--- config.mk ---
export PLATFORM = sky130hd
export DESIGN_NAME = e203_exu_flush_arb
export DESIGN_NICKNAME = d
export VERILOG_FILES = /design/src/rtl/e203_exu_flush_arb.sv
export SDC_FILE = /design/constraint.sdc
export NUM_CORES = 1
export LEC_CHECK = 0
export ABC_AREA = 0
export CORE_AREA = 2 2 199 201
export CTS_BUF_LIST = sky130_fd_sc_hd__clkbuf_4 sky130_fd_sc_hd__clkbuf_8
export DETAILED_ROUTE_END_ITERATION = 8
export DIE_AREA = 0 0 201 203
export HOLD_SLACK_MARGIN = 0.1
export MAX_ROUTING_LAYER = met4
export SLEW_MARGIN = 20
export SYNTH_ARGS = -nofsm -noshare
export SYNTH_HDL_FRONTEND = slang
export SYNTH_SLANG_ARGS = --single-unit
export TNS_END_PERCENT = 5
--- constraint.sdc ---
create_clock -name clk -period 5.1 [get_ports clk]
set_clock_uncertainty 0.2 [all_clocks]
set_input_delay 1.275 -clock clk [delete_from_list [all_inputs] [get_ports clk]]
set_output_delay 1.275 -clock clk [all_outputs]
set_load 0.05 [all_outputs]
--- src/rtl/e203_exu_flush_arb.sv ---
// e203_exu_flush_arb
// N-source pipeline-flush arbiter for the EXU commit stage.
// Source 0 has the highest priority. A source that gets a flush request
// out to the IFU without an immediate ack is locked until the IFU acks or
// the source withdraws. Operands and PC are passed through combinationally
// from the granted source.
//
// state | meaning
// IDLE  | no flush held; arbitrate among src_req each cycle
// HOLD  | lock_r source granted, waiting for pipe_flush_ack

module e203_exu_flush_arb #(
    parameter int NSRC  = 4,
    parameter int XLEN  = 32,
    parameter int CNT_W = 16
) (
    input  logic                 clk,
    input  logic                 rst,
    input  logic [NSRC-1:0]      src_req,
    input  logic [NSRC*XLEN-1:0] src_op1,
    input  logic [NSRC*XLEN-1:0] src_op2,
    input  logic [NSRC*XLEN-1:0] src_pc,
    output logic [NSRC-1:0]      src_ack,
    output logic                 pipe_flush_req,
    input  logic                 pipe_flush_ack,
    output logic [XLEN-1:0]      pipe_flush_add_op1,
    output logic [XLEN-1:0]      pipe_flush_add_op2,
    output logic [XLEN-1:0]      pipe_flush_pc,
    output logic [NSRC-1:0]      pipe_flush_src,
    output logic                 flush_pulse,
    output logic                 flush_busy,
    output logic [CNT_W-1:0]     flush_cnt,
    input  logic                 cnt_clr
);

    typedef enum logic {
        IDLE = 1'b0,
        HOLD = 1'b1
    } state_t;

    state_t          state;
    logic [NSRC-1:0] lock_r;
    logic [NSRC-1:0] arb;
    logic [NSRC-1:0] grant;
    logic            flush_req;
    logic [XLEN-1:0] op1_sel;
    logic [XLEN-1:0] op2_sel;
    logic [XLEN-1:0] pc_sel;

    // Fixed-priority pick: the lowest-index pending request wins.
    always_comb begin
        arb = '0;
        for (int i = NSRC - 1; i >= 0; i--) begin
            if (src_req[i]) begin
                arb    = '0;
                arb[i] = 1'b1;
            end
        end
    end

    // Grant follows the lock while holding; request is masked during reset so
    // the IFU sees the flush drop as soon as reset is asserted.
    always_comb begin
        grant     = (state == HOLD) ? lock_r : arb;
        flush_req = 1'b0;
        if (!rst) begin
            flush_req = (state == HOLD) ? |(src_req & lock_r) : |src_req;
        end
    end

    // One-hot AND-OR mux of the granted source's operands and PC.
    always_comb begin
        op1_sel = '0;
        op2_sel = '0;
        pc_sel  = '0;
        for (int i = 0; i < NSRC; i++) begin
            if (grant[i]) begin
                op1_sel = op1_sel | src_op1[i*XLEN +: XLEN];
                op2_sel = op2_sel | src_op2[i*XLEN +: XLEN];
                pc_sel  = pc_sel  | src_pc[i*XLEN +: XLEN];
            end
        end
    end

    // Output gating and handshake decode.
    always_comb begin
        pipe_flush_req     = flush_req;
        pipe_flush_src     = grant & {NSRC{flush_req}};
        pipe_flush_add_op1 = flush_req ? op1_sel : '0;
        pipe_flush_add_op2 = flush_req ? op2_sel : '0;
        pipe_flush_pc      = flush_req ? pc_sel  : '0;
        flush_pulse        = flush_req & pipe_flush_ack;
        src_ack            = pipe_flush_src & {NSRC{pipe_flush_ack}};
        flush_busy         = (state == HOLD);
    end

    // Lock the granted source while the IFU has not yet acked; release on ack
    // or when the locked source withdraws its request.
    always_ff @(posedge clk or posedge rst) begin
        if (rst) begin
            state  <= IDLE;
            lock_r <= '0;
        end else begin
            case (state)
                IDLE: begin
                    if (flush_req && !pipe_flush_ack) begin
                        state  <= HOLD;
                        lock_r <= grant;
                    end
                end
                HOLD: begin
                    if (!flush_req || pipe_flush_ack) begin
                        state <= IDLE;
                    end
                end
                default: begin
                    state <= IDLE;
                end
            endcase
        end
    end

    // Saturating count of completed flushes; clear wins over increment.
    always_ff @(posedge clk or posedge rst) begin
        if (rst) begin
            flush_cnt <= '0;
        end else if (cnt_clr) begin
            flush_cnt <= '0;
        end else if (flush_pulse && (flush_cnt != {CNT_W{1'b1}})) begin
            flush_cnt <= flush_cnt + 1'b1;
        end
    end

endmodule

======== Word level (Yosys, flattened, before mapping) ========
Cells that the tools add are included.
storage, ports and cells
  input bits .............................. 392
  flip-flop bits (word level) ............. 21
  output and inout port bits .............. 123
operators by class
  reduce and logical (&&, ||, !) cells .... 9
  add/sub/neg operators ................... 1
  equal/unequal tests ..................... 1
  bitwise logic cells ..................... 14
  muxes and demuxes ....................... 27
operators with widths
  operator                 count
  $mux W32                 15
  $or A32 B32 Y32          9
  $mux W16                 2
  $mux W4                  5
  $add A16 B1 Y16 const B  1
  $ne A16 B16 Y1 const B   1
  $and A4 B4 Y4            3
  $reduce_or A4 Y1         2
  $mux W1                  4
  $logic_and A1 B1 Y1      2
  $logic_not A1 Y1         2
  $pmux W1 S2              1
  $reduce_and A2 Y1        1
  $reduce_bool A2 Y1       1
  $and A1 B1 Y1            1
  $logic_or A1 B1 Y1       1
  $not A1 Y1               1

======== Depth between registers and ports, before layout ========
Gate-level depths: netlist of the first run.
  depth after elaboration ................. 13
  depth in mapped cells ................... 8
  mapped depth without buffers ............ 6

======== Worst setup path before layout of the first run ========
No wires, ideal clock.
  kind .................................... input port to output port
  from .................................... input port src_req[0]
  to ...................................... output port pipe_flush_pc[13]
  path slack .............................. 434 ps
  data required time ...................... 3625 ps
  data arrival time ....................... 3191 ps
  cell stages on the path ................. 7
  path buffers ............................ 2
  path through ............................ nor2_1 -> nand2_1 -> o21ai_1 -> buf_2 -> buf_2 -> nand2_1 -> a21oi_1
on the way
  longest elaborated chain between the ends .. 10
ends and longest elaborated chain
  element          RTL line  source
  start, declared  19        input logic [NSRC-1:0] src_req,
  $mux W4          54        if (src_req[i]) begin
  $mux W4          64        grant = (state == HOLD) ? lock_r : arb;
  $mux W32         77        if (grant[i]) begin
  $or A32 B32 Y32  80        pc_sel = pc_sel | src_pc[i*XLEN +: XLEN];
  $mux W32         77
  $or A32 B32 Y32  80
  $mux W32         77
  $or A32 B32 Y32  80
  $mux W32         77
  $mux W32 *       91        pipe_flush_pc = flush_req ? pc_sel : '0;
  end, declared    28        output logic [XLEN-1:0] pipe_flush_pc,
Every way passes the cells marked *; elsewhere a longest branch is shown, timed or not.

======== Worst setup path after layout of the first run ========
  from .................................... input port src_req[1]
  to ...................................... output port pipe_flush_add_op2[13]
on the way
  longest elaborated chain between the ends .. 11
ends and longest elaborated chain
  element               RTL line  source
  $mux W4 (2 in a row)  54
  $mux W4               64
  $mux W32              77
  $or A32 B32 Y32       79        op2_sel = op2_sel | src_op2[i*XLEN +: XLEN];
  $mux W32              77
  $or A32 B32 Y32       79
  $mux W32              77
  $or A32 B32 Y32       79
  $mux W32              77
  $mux W32 *            90        pipe_flush_add_op2 = flush_req ? op2_sel : '0;
  end, declared         27        output logic [XLEN-1:0] pipe_flush_add_op2,
Marks and branches as above.

==> results.md, run 1 <==
- Startpoint type of the worst setup path: input pin
- Sequential area share after synthesis: 15.97%
- Share of async-settable or async-resettable flops after synthesis: 100.0%
- Avg Inst Size Synth: 6.813 um2
- Placed cells: 1477
- Max_cap viols: 0
- Die footprint: 0.04080 mm2
- Number of nets with antenna violations after routing: 0
- TritonCTS clock tree: built
- Number of unique standard cell types used by synthesis: 33
- Number of vias per cell after detailed routing: 4.378
- Total global routing track utilization: 15.33%
- Clock root buffer: sky130_fd_sc_hd__clkbuf_8
- DP HPWL: 27820 um
- Number of cells on the worst reg-to-reg path: 5
- Register-to-register setup slack: 2.58 ns
- Hold Path End: lock_r[3]
- Wire length of the first global-routing pass: 45720 um
- Count of flip-flops with a built-in enable after synthesis: 0
- Top cell type's share of synthesized area: 29.51%
- Die height: 203 um
- Highest fanout seen on the critical path: 41
- Core region area: 0.03847 mm2
- Sinks on the clock net: 21
- Die X: 201 um
- Max Clk Rate: 205.6 MHz
- Floorplan row count: 72
- Total congestion overflow: 0
- Via count of the first global-routing pass: 6394
- Largest stage delay on the critical path: 0.49 ns
- Clock Latency Late Sink: 0.26 ns
- Terminus of the critical flop-to-flop path: flush_cnt[1]
- Leading area contributor after synthesis: sky130_fd_sc_hd__a222oi_1
- Data required time at the worst endpoint: 3.62 ns
- Rel. slew slack: 34.73%
- Global placer's final weighted congestion: 0.9251
- First-pass detailed-route iteration total: 8
- RSZ-0062 raised after global routing: false
- Kind of capture point of the worst setup path: output pin
- Most frequent cell on the critical path: sky130_fd_sc_hd__buf_12
- Initial antenna violation count: 24
- Number of buffers created by CTS: 3
- Cell with the largest stage delay on the worst path: sky130_fd_sc_hd__clkdlybuf4s50_1
- Run status: completed
- Top-level port count: 515
- Wire length after detailed routing: 33250 um
- Number of remaining DRC errors: 0
- Final hold violations: 0
- Post-Route Setup TNS: 0 ns
- WP data arrival: 3.39 ns
- Number of hold buffers added after CTS: 0
- Worst vdd rail ir drop: 0.06409 mV
- Nets in the synthesized netlist: 876
- Finished Core Util: 26.63%
- Number of H-tree branching levels: 1
- Via count: 6540
- Layout overhead on the synthesized area: 211.3%
- Hold Crit Start: lock_r[3]
- Top library cells by usage in the layout, fill and taps aside: sky130_fd_sc_hd__clkdlybuf4s50_1 (408), sky130_fd_sc_hd__buf_12 (111), sky130_fd_sc_hd__nand2_1 (109)
- Worst slew pin tran: 0.9738 ns
- Max Slew Vio Count: 0
- Netlist area before placement: 0.003291 mm2
- Share of layout cells above drive strength 1: 15.16%
- Post-route clock period utilization: 95.37%
- Post-synth top flop: sky130_fd_sc_hd__dfrtp_1
- Pwr Density: 150.2 mW/mm2
- Maximum buffer depth of the clock tree: 2
- Maximum number of pins on one net before global-route repair: 59
- Largest cells by area after synthesis: sky130_fd_sc_hd__a222oi_1 (30%), sky130_fd_sc_hd__a21oi_1 (17%), sky130_fd_sc_hd__dfrtp_1 (16%), sky130_fd_sc_hd__nand2_1 (13%), sky130_fd_sc_hd__clkbuf_1 (4.1%)
- Final setup violating endpoints: 0
- Syn Inst Count: 483
- Sequence of cells on the critical path: clkdlybuf4s50_1 -> nor2_2 -> nand3_1 -> nand2_4 -> buf_12 -> a222oi_1 -> a21oi_2 -> buf_12
- Clk slew on worst S/H paths: 0.08 ns
- Minimum clock period: 4.864 ns
- Final layout net count: 1357
- Flops & latches, synth: 21
- Most common cell after layout, fill and taps aside: sky130_fd_sc_hd__clkdlybuf4s50_1
- Standby leakage power: 3.606 nW
- Average routed wire per standard cell: 22.25 um
- Final std cells w/o fill: 1494
- Number of port buffers: 514
- RR Startpoint: flush_cnt[7]
- Path type of the worst setup path: input pin to output pin
- Synth warnings: 0
- Hold Crit Class: flip-flop to flip-flop
- Initial core utilization: 8.555%
- Number of violations reported at the end of detailed-routing iteration 0: 788
- Min Hold Slack: 0.3257 ns
- Hold-critical path depth: 2
## synth_stat cells (all sizes together) (2+ instances only)
cell and n:
o41ai 2, o21ai 7, nand4 3, nand3 12
a222oi 97, inv 5, buf 21, nand2 111
nor4 2, mux2 5, clkbuf 36, a21oi 111
or4 10, o31ai 9, dfrtp 21, nor2 8
or3 2, and3 4, nor2b 4, and2 5
## stage by stage
| stage | setup slack, ns | area (um2) | power, W |
|---|---|---|---|
| after floorplan | 0.4339 | 3291 | 0.0006659 |
| after global placement | -0.04047 | 10150 | 0.001419 |
| after detailed placement | -0.01467 | 10150 | 0.001424 |
| after CTS | 0.09579 | 10200 | 0.001546 |
| after global routing | 0.1044 | 10240 | 0.001599 |
| final | 0.2360 | 10240 | 0.001538 |
## power breakdown
group | switching, W | internal (W)
Clock | 0.0000578 | 0.0000611
Sequential | 0.00000603 | 0.000171
Combinational | 0.000599 | 0.000644
## critical path: cells and delay by family
family | cells | cell delay (ns)
and+or+nand+nor | 3 | 0.65
buffers and inverters | 3 | 0.92
AOI/OAI and AO/OA | 2 | 0.49
## final cells by class
class                      count  area (um2)
sequential                    21       525.5
clock buffer                   4       48.80
antenna                       13       32.53
multi-input combinational    400        2559
fill                        4077       28220
timing repair buffer         533        6411
tap                          518       648.1
inverter                       5       18.77
## flip-flops by register name (all words and copies together), names as in the netlist
| register | cells |
|---|---|
| flush_cnt | 16 |
| lock_r | 4 |
| flush_busy | 1 |
## per-layer routing
metal,vias to the layer above,wire length [um],GRT usage [%]
li1,2969,-,-
met1,3117,13390,18.99
met2,444,15740,24.59
met3,10,3986,5.795
met4,0,136,1.270
met5,-,0,-
## cell families after synthesis
logic type                 synth area share [%]
DFF                                       15.97
and+or+nand+nor                           23.08
muxes                                     1.711
buffers and inverters                     7.947
adders and majority gates                0.3802
AOI/OAI and AO/OA                         50.91
## worst max path at each step
stage / from / endpoint / slack, ns / depth (start not counted)
after global routing: src_req[1] / pipe_flush_add_op2[13] / 0.10 / 8
after CTS: src_req[1] / pipe_flush_add_op1[5] / 0.1 / 8
after floorplan: src_req[0] / pipe_flush_pc[13] / 0.43 / 7
final: src_req[1] / pipe_flush_add_op2[13] / 0.24 / 8
after global placement: src_req[1] / pipe_flush_add_op2[13] / -0.04 / 8
after detailed placement: src_req[1] / pipe_flush_add_op2[13] / -0.01 / 8
## repair_timing
item / 4_1_cts / 5_1_grt
setup endpoints to repair: 1 / 3
setup buffers: 0 / 0
gates resized for setup: 1 / 3
No activity file was read; power rests on OpenSTA's default activity.
==> run 2, diff against run 1 <==
--- a/config.mk
+++ b/config.mk
@@ -6,10 +6,12 @@
 export NUM_CORES = 1
 export LEC_CHECK = 0
 export ABC_AREA = 0
+export CAP_MARGIN = 30
 export CORE_AREA = 2 2 199 201
 export CTS_BUF_LIST = sky130_fd_sc_hd__clkbuf_4 sky130_fd_sc_hd__clkbuf_8
 export DETAILED_ROUTE_END_ITERATION = 8
 export DIE_AREA = 0 0 201 203
+export GPL_TIMING_DRIVEN = 0
 export HOLD_SLACK_MARGIN = 0.1
 export MAX_ROUTING_LAYER = met4
 export SLEW_MARGIN = 20
==> results.md, run 2 (synthesis results as in run 1) <==
- Max Slew Vio Count: 0 (unchanged)
- Number of H-tree branching levels: 1 (unchanged)
- Post-placement setup slack: -1.322 ns (-1.307 ns)
- Hold Crit Start: lock_r[3]
- Number of cells on the worst reg-to-reg path: 7 (+2)
- Total congestion overflow: 0 (unchanged)
- Most common cell after layout, fill and taps aside: sky130_fd_sc_hd__clkdlybuf4s50_1
- Sinks on the clock net: 21 (unchanged)
- Final layout net count: 1397 (+2.9%)
- First-pass detailed-route iteration total: 8 (unchanged)
- First element of the critical path: src_req[2]
- DP HPWL: 29890 um (+7.4%)
- Minimum clock period: 5.026 ns (+0.1617 ns)
- Post-route clock period utilization: 98.54% (+3.2 points)
- Number of vias per cell after detailed routing: 4.451 (+1.7%)
- Total global routing track utilization: 16.23% (+0.90 points)
- Standby leakage power: 3.367 nW (-6.6%)
- Maximum buffer depth of the clock tree: 2 (unchanged)
- Hold Crit Class: flip-flop to flip-flop
- Number of port buffers: 513 (-0.19%)
- Die height: 203 um (unchanged)
- Via count: 6850 (+4.7%)
- Worst setup margin: 0.07425 ns (-0.1617 ns)
- Total non-filler cell area in the finished layout: 0.009128 mm2 (-11%)
- Final hold violations: 0 (unchanged)
- Register-to-register setup slack: 2.77 ns (+0.19 ns)
- TritonCTS clock tree: built
- RR Startpoint: flush_busy
- Top-level port count: 515 (unchanged)
- Number of buffers created by CTS: 3 (unchanged)
- Global placer's final weighted congestion: 0.9998 (+8.1%)
- Share of layout cells above drive strength 1: 16.55% (+1.4 points)
- Number of remaining DRC errors: 0 (unchanged)
- Initial antenna violation count: 29 (+21%)
- Max_cap viols: 0 (unchanged)
- Register name with the most flops: flush_cnt
- Core region area: 0.03847 mm2 (unchanged)
- Top library cells by usage in the layout, fill and taps aside: sky130_fd_sc_hd__clkdlybuf4s50_1 (406), sky130_fd_sc_hd__a21oi_1 (110), sky130_fd_sc_hd__nand2_1 (109)
- Hold Path End: lock_r[3]
- Via count of the first global-routing pass: 6603 (+3.3%)
- Terminus of the critical flop-to-flop path: flush_cnt[15]
- Post-Route Setup TNS: 0 ns (unchanged)
- Final setup violating endpoints: 0 (unchanged)
- Placed cells: 1515 (+2.6%)
- Clock root buffer: sky130_fd_sc_hd__clkbuf_8
- Number of violations reported at the end of detailed-routing iteration 0: 944 (+20%)
- Cell with the largest stage delay on the worst path: sky130_fd_sc_hd__clkdlybuf4s15_1
- Startpoint type of the worst setup path: input pin
- Max Clk Rate: 199.0 MHz (-3.2%)
- Sequence of cells on the critical path: clkdlybuf4s50_1 -> a222oi_1 -> nand3_2 -> nand2_4 -> clkbuf_4 -> a21oi_1 -> clkdlybuf4s15_1
- Wire length after detailed routing: 35450 um (+6.6%)
- Final std cells w/o fill: 1539 (+3.0%)
- Die X: 201 um (unchanged)
- Initial core utilization: 8.555% (unchanged)
- Run status: completed
- Floorplan row count: 72 (unchanged)
- Rel. slew slack: 57.92% (+23 points)
- WP data arrival: 3.55 ns (+0.16 ns)
- Largest stage delay on the critical path: 0.49 ns (about the same)
- Total Power: 0.001319 W (-14%)
- Wire length of the first global-routing pass: 47420 um (+3.7%)
- Die footprint: 0.04080 mm2 (unchanged)
- Layout overhead on the synthesized area: 177.4%
- Number of nets with antenna violations after routing: 0 (unchanged)
- Path type of the worst setup path: input pin to output pin
- Average routed wire per standard cell: 23.03 um (+3.5%)
- Clock Latency Late Sink: 0.26 ns (about the same)
- Number of flip-flops in the largest register: 16 (unchanged)
- Filler instances: 4241 (+4.0%)
- Worst slew pin tran: 0.6337 ns (-0.3401 ns)
- Kind of capture point of the worst setup path: output pin
- Highest fanout seen on the critical path: 10 (-76%)
- Instance area after placement: 0.009092 mm2 (-10%)
- RSZ-0062 raised after global routing: false
- Clk slew on worst S/H paths: 0.08 ns (about the same)
- Pwr Density: 144.5 mW/mm2 (-3.8%)
- Hold-critical path depth: 2 (unchanged)
- Data required time at the worst endpoint: 3.62 ns (about the same)
- Maximum number of pins on one net before global-route repair: 22 (-63%)
- Worst vdd rail ir drop: 0.07617 mV (+19%)
==> run 2: cell count changes in the layout (fill, tap and decap cells not counted), sizes merged, moves of 2 or more <==
cell	delta
dlygate4sd2	+12
clkdlybuf4s18	+5
diode	+5
clkdlybuf4s15	+39
clkbuf	+38
clkdlybuf4s50	-2
buf	-54
==> run 2: how the worst max path moves through the flow <==
stage,endpoint,slack (ns),cells past startpoint
6_report,pipe_flush_pc[31],0.07,7
5_1_grt,pipe_flush_src[3],0.008,7
4_1_cts,pipe_flush_pc[16],-0.11,9
3_5_place_dp,pipe_flush_add_op1[5],-1.32,8
3_3_place_gp,pipe_flush_add_op1[5],-1.69,8
2_1_floorplan,pipe_flush_pc[13],0.43,7
==> run 2: layout make-up <==
| class | count | area (um2) | share of cell area (%) |
|---|---|---|---|
| clock inverters | 1 | 5.005 | 0.05483 |
| clock buffers | 3 | 41.29 | 0.4524 |
| well taps | 518 | 648.1 | 7.101 |
| multi-input cells | 400 | 2565 | 28.10 |
| inverters | 5 | 18.77 | 0.2056 |
| plain buffers | 56 | 302.8 | 3.317 |
| diodes | 18 | 45.04 | 0.4935 |
| repair buffers | 517 | 4976 | 54.52 |
| flip-flops and latches | 21 | 525.5 | 5.757 |
==> run 2: stage by stage <==
stage / utilization (%) / hold WS, ns
after floorplan: - / 0.2715
after global placement: 23.59 / 0.2907
after detailed placement: 23.64 / 0.3025
after CTS: 23.72 / 0.3218
after global routing: 23.72 / 0.3720
final: 23.73 / 0.3146
==> run 2: metal layers <==
| layer | routed length, um | global-route usage, % | up-vias |
|---|---|---|---|
| met5 | 0 | - | - |
| met4 | 488 | 3.598 | 0 |
| met3 | 4185 | 6.067 | 24 |
| met2 | 16250 | 25.11 | 476 |
| met1 | 14520 | 20.05 | 3282 |
| li1 | - | - | 3068 |
==> run 2: repair_timing <==
item | 4_1_cts | 5_1_grt
hold buffers | 0 | 0
buffers inserted | 2 | 0
pin swaps | 2 | 1
setup endpoints to repair | 106 | 98
gates resized for setup | 417 | 46
==> run 2: where the power goes <==
part,internal [W],switching [W],total [W]
logic,0.000450,0.000579,0.00103
clock network,0.0000545,0.0000589,0.000113
registers,0.000171,0.00000430,0.000176
==> run 2: critical path: cells and delay by family <==
| kind | cells | cell delay [ns] |
|---|---|---|
| AND/OR/NAND/NOR | 2 | 0.48 |
| buffers and inverters | 3 | 1.27 |
| AO/OA/AOI/OAI | 2 | 0.51 |
==> run 3, diff against run 2 <==
--- a/config.mk
+++ b/config.mk
@@ -9,6 +9,7 @@
 export CAP_MARGIN = 30
 export CORE_AREA = 2 2 199 201
 export CTS_BUF_LIST = sky130_fd_sc_hd__clkbuf_4 sky130_fd_sc_hd__clkbuf_8
+export CTS_CLUSTER_DIAMETER = 150
 export DETAILED_ROUTE_END_ITERATION = 8
 export DIE_AREA = 0 0 201 203
 export GPL_TIMING_DRIVEN = 0
==> results of run 3 <==
Same layout as run 2: the final DEF is identical, and so are final timing and power.
